File: config.mk
export PLATFORM = sky130hd
export DESIGN_NAME = byte_2_word
export DESIGN_NICKNAME = d
export VERILOG_FILES = /design/src/rtl/byte_2_word.sv
export SDC_FILE = /design/constraint.sdc
export NUM_CORES = 1
export LEC_CHECK = 0
export CORE_UTILIZATION = 42
export DETAILED_ROUTE_END_ITERATION = 10
export DONT_BUFFER_PORTS = 1
export HOLD_SLACK_MARGIN = 0.08
export PLACE_DENSITY = 0.59
export SETUP_SLACK_MARGIN = 0.2
export SYNTH_ARGS = -nofsm -noshare
export SYNTH_HDL_FRONTEND = slang
export SYNTH_SLANG_ARGS = --single-unit
File: constraint.sdc
create_clock -name clk -period 4.85 [get_ports clk]
set_input_delay 0.97 -clock clk [delete_from_list [all_inputs] [get_ports clk]]
set_output_delay 0.97 -clock clk [all_outputs]
set_load 0.1 [all_outputs]
File: src/rtl/byte_2_word.sv
// Packs two consecutive received UART bytes into one 16-bit word.
// An inter-byte timeout drops a stranded first byte so pairing re-synchronises.
module byte_2_word #(
    parameter bit LSB_FIRST = 1'b1,
    parameter int TIMEOUT   = 1024
) (
    input  logic        clk,
    input  logic        rst,
    input  logic        ce_i,
    input  logic        clr_i,
    input  logic        byte_dv_i,
    input  logic [7:0]  byte_i,
    output logic        word_dv_o,
    output logic [15:0] word_o,
    output logic        frame_err_o,
    output logic        state_o
);

    localparam int CW = (TIMEOUT > 2) ? $clog2(TIMEOUT) : 1;
    localparam logic [CW-1:0] CNT_LAST = CW'(TIMEOUT - 1);

    typedef enum logic {
        IDLE = 1'b0,
        HALF = 1'b1
    } state_e;

    state_e        state_q, state_d;
    logic [CW-1:0] cnt_q, cnt_d;
    logic [7:0]    hold_q, hold_d;
    logic [15:0]   word_q, word_d;
    logic          word_dv_q, word_dv_d;
    logic          frame_err_q, frame_err_d;

    always_ff @(posedge clk or posedge rst) begin
        if (rst) begin
            state_q     <= IDLE;
            cnt_q       <= '0;
            hold_q      <= '0;
            word_q      <= '0;
            word_dv_q   <= 1'b0;
            frame_err_q <= 1'b0;
        end else begin
            state_q     <= state_d;
            cnt_q       <= cnt_d;
            hold_q      <= hold_d;
            word_q      <= word_d;
            word_dv_q   <= word_dv_d;
            frame_err_q <= frame_err_d;
        end
    end

    // Strobes default to 0 every cycle, so ce=0 cannot stretch them.
    always_comb begin
        state_d     = state_q;
        cnt_d       = cnt_q;
        hold_d      = hold_q;
        word_d      = word_q;
        word_dv_d   = 1'b0;
        frame_err_d = 1'b0;
        if (clr_i) begin
            state_d = IDLE;
            cnt_d   = '0;
        end else if (ce_i) begin
            case (state_q)
                IDLE: begin
                    if (byte_dv_i) begin
                        hold_d  = byte_i;
                        cnt_d   = '0;
                        state_d = HALF;
                    end
                end
                HALF: begin
                    // A second byte on the timeout cycle still completes the word.
                    if (byte_dv_i) begin
                        word_d    = LSB_FIRST ? {byte_i, hold_q} : {hold_q, byte_i};
                        word_dv_d = 1'b1;
                        state_d   = IDLE;
                    end else if (cnt_q == CNT_LAST) begin
                        frame_err_d = 1'b1;
                        state_d     = IDLE;
                    end else begin
                        cnt_d = cnt_q + CW'(1);
                    end
                end
                default: state_d = IDLE;
            endcase
        end
    end

    assign word_dv_o   = word_dv_q;
    assign word_o      = word_q;
    assign frame_err_o = frame_err_q;
    assign state_o     = state_q;

endmodule

==> impl_metrics.tcl <==
set metrics [dict create \
    groute.usage.overall_pct 15.9 \
    period_minus_slack_ns 2.58 \
    max_freq_mhz 387 \
    yosys-top-cells-area "dfrtp_1 (55%), mux2_2 (16%), nand2_1 (2.0%), buf_2 (1.5%), o32a_4 (1.3%)" \
    yosysSeqAreaShare_pct 54.7 \
    viasPerCell 5.58 \
    ir_drop_v 0.000279 \
    end_kind "flop" \
    synth-xor-area-share_pct 0.517 \
    synth_most_common_cell "dfrtp_1" \
    startpoint_type "flop" \
    fin_nets 150 \
    status "finished clean" \
    cts_tree "done" \
    layout-drive-gt1-share_pct 29.4 \
    drt-total-wl_um 2940 \
    die_h_um 65.5 \
    crit_fanout 10 \
    row_count 22 \
    antennaDiodeCount 0 \
    yosysWarnings 0 \
    async_flop_share_pct 100 \
    yosysTopAreaCell "dfrtp_1" \
    ctsHoldBuffers 0 \
    synth-edff-count 0 \
    ys_ff_latch 37 \
    grt_pass1_vias 1070 \
    antenna_found_initial 0 \
    synth_top_area_share_pct 54.7 \
    arrival_ns 2.77 \
    synth-simple-area-share_pct 12.8 \
    dr_total_vias 1026 \
    gp_congestion 0.827 \
    avgSynthCellArea_um2 12.6 \
    grt_max_degree 38 \
    hold_path.class "reg -> reg" \
    routedWlPerCell_um 16.0 \
    start_util_pct 44.9 \
    cts.sinks 37 \
    io-pin-count 32 \
    rsz0062_at_grt "no" \
    dp_cells 177 \
    period_share_pct 53.2 \
    fin_cells 184 \
    cts_buffers 5 \
    tightest_slew_ns 1.17 \
    crit_type "reg -> reg" \
    synth-compound-area-share_pct 11.2 \
    clk_path_buf_depth 2 \
    die_area_mm2 0.00429 \
    dr.pass1.iters 4 \
    postCtsSetupRepairBufs 0 \
    path_clk_slew_ns 0.07 \
    die_w_um 65.5 \
    cts-root-buf "clkbuf_8" \
    ys.flop_type "dfrtp_1" \
    h-tree-depth 2 \
    grt_overflow 0 \
    clock_latency_ns 0.28 \
    worstPathRequired_ns 5.04 \
    core-area_mm2 0.00377 \
    synthTopCellsByCount "dfrtp_1 (37), mux2_2 (24), nand2_1 (9)" \
    area_growth_pct 7.39 \
    postRouteAntennaNets 0 \
    drt_iter0_drc 50 \
    fin_skew_ns 0.00830 \
    cap_violations 0 \
    synth_top_family_by_area "multiplexers" \
    synth_cell_types 41 \
    finalSetupViolations 0 \
    drc 0 \
    grt_pass1_wl_um 5090 \
    netlist_area_mm2 0.00169 \
    power.total_mw 0.997 \
    dp_hpwl_um 2100 \
    synth_fa_ha_area_share_pct 0.739 \
    cts_resized 0 \
    syn_nets 148 \
    finalHoldViolCount 0 \
    synthCells 134 \
    io_buffers 0 \
    setup-tns-final_ns 0 \
    power.density_mw_per_mm2 548 \
    slew_viol_final 0 \
    slew_headroom_pct 21.9 \
    synthMuxAreaShare_pct 17.1 \
    p_leak_nw 0.794 \
]
## sequential cells by signal, indices dropped and copies added (netlist names)
name,count
word_o,16
word_dv_o,1
state_o,1
cnt_q,10
frame_err_o,1
hold_q,8
## worst max-delay path, stage by stage, from the launching register on
cell and delay, ns:
dfrtp_1 1.12, nor2b_1 0.56, nand3b_1 0.29, o31a_1 0.34, a31oi_1 0.16
## per-stage QoR
step	hold slack (ns)	setup WS, ns	instance area (um2)	util [%]
after detailed placement	0.477	2.28	1730	45.9
after global routing	0.511	2.08	1820	48.2
final	0.485	2.27	1820	48.2
after CTS	0.489	2.26	1820	48.2
after global placement	0.477	2.41	1730	45.9
after floorplan	0.445	2.66	1690	-
## power breakdown
| part | total [mW] | switching (mW) | leakage, nW | internal [mW] |
|---|---|---|---|---|
| Clock | 0.215 | 0.103 | 0.0433 | 0.112 |
| Combinational | 0.0784 | 0.0289 | 0.275 | 0.0494 |
| Sequential | 0.703 | 0.344 | 0.476 | 0.359 |
| Total | 0.997 | 0.476 | 0.794 | 0.521 |
## layout make-up
| cell class | instances | area (um2) |
|---|---|---|
| clock inverter | 1 | 7.51 |
| tap | 48 | 60.1 |
| fill | 327 | 1950 |
| multi-input combinational | 86 | 717 |
| sequential | 37 | 926 |
| clock buffer | 6 | 82.6 |
| timing repair buffer | 1 | 7.51 |
| inverter | 5 | 18.8 |
## logic make-up (layout without fill, tap and decap cells)
family,count (synthesis),in the layout
DFF,37,37
muxes,26,26
adders and majority gates,1,1
and+or+nand+nor,34,34
buffers and inverters,11,13
xor gates and xnor gates,1,1
AOI/OAI and AO/OA,24,24
## final timing paths
kind	depth (start not counted)	endpoint	slack (ns)	from
max in group asynchronous	2	cnt_q[5]$_DFFE_PP0P_	3.85	rst
worst min register to register	1	cnt_q[8]$_DFFE_PP0P_	0.49	cnt_q[8]$_DFFE_PP0P_
worst max-delay path	4	cnt_q[5]$_DFFE_PP0P_	2.27	state_o$_DFFE_PP0N_
worst max register to register	4	cnt_q[5]$_DFFE_PP0P_	2.27	state_o$_DFFE_PP0N_
min in group asynchronous	2	cnt_q[2]$_DFFE_PP0P_	0.67	rst
worst min-delay path	1	cnt_q[8]$_DFFE_PP0P_	0.49	cnt_q[8]$_DFFE_PP0P_
## cell usage in the layout, fill, tap and decap left out, drive strengths merged, types with 3 or more instances in the layout
cell and n:
a21oi 4, a31oi 3, clkbuf 6, dfrtp 37, inv 5, mux2 24, nand2 9, nand3 5
nor2 3, nor3 4
## layer usage
layer	vias up	track usage [%]	share of wire (%)
li1	495	-	-
met1	500	20.0	46
met2	26	24.4	47
met3	5	6.60	6.2
met4	0	5.71	0.92
met5	-	0	0
(Power assumes the default switching activity.)
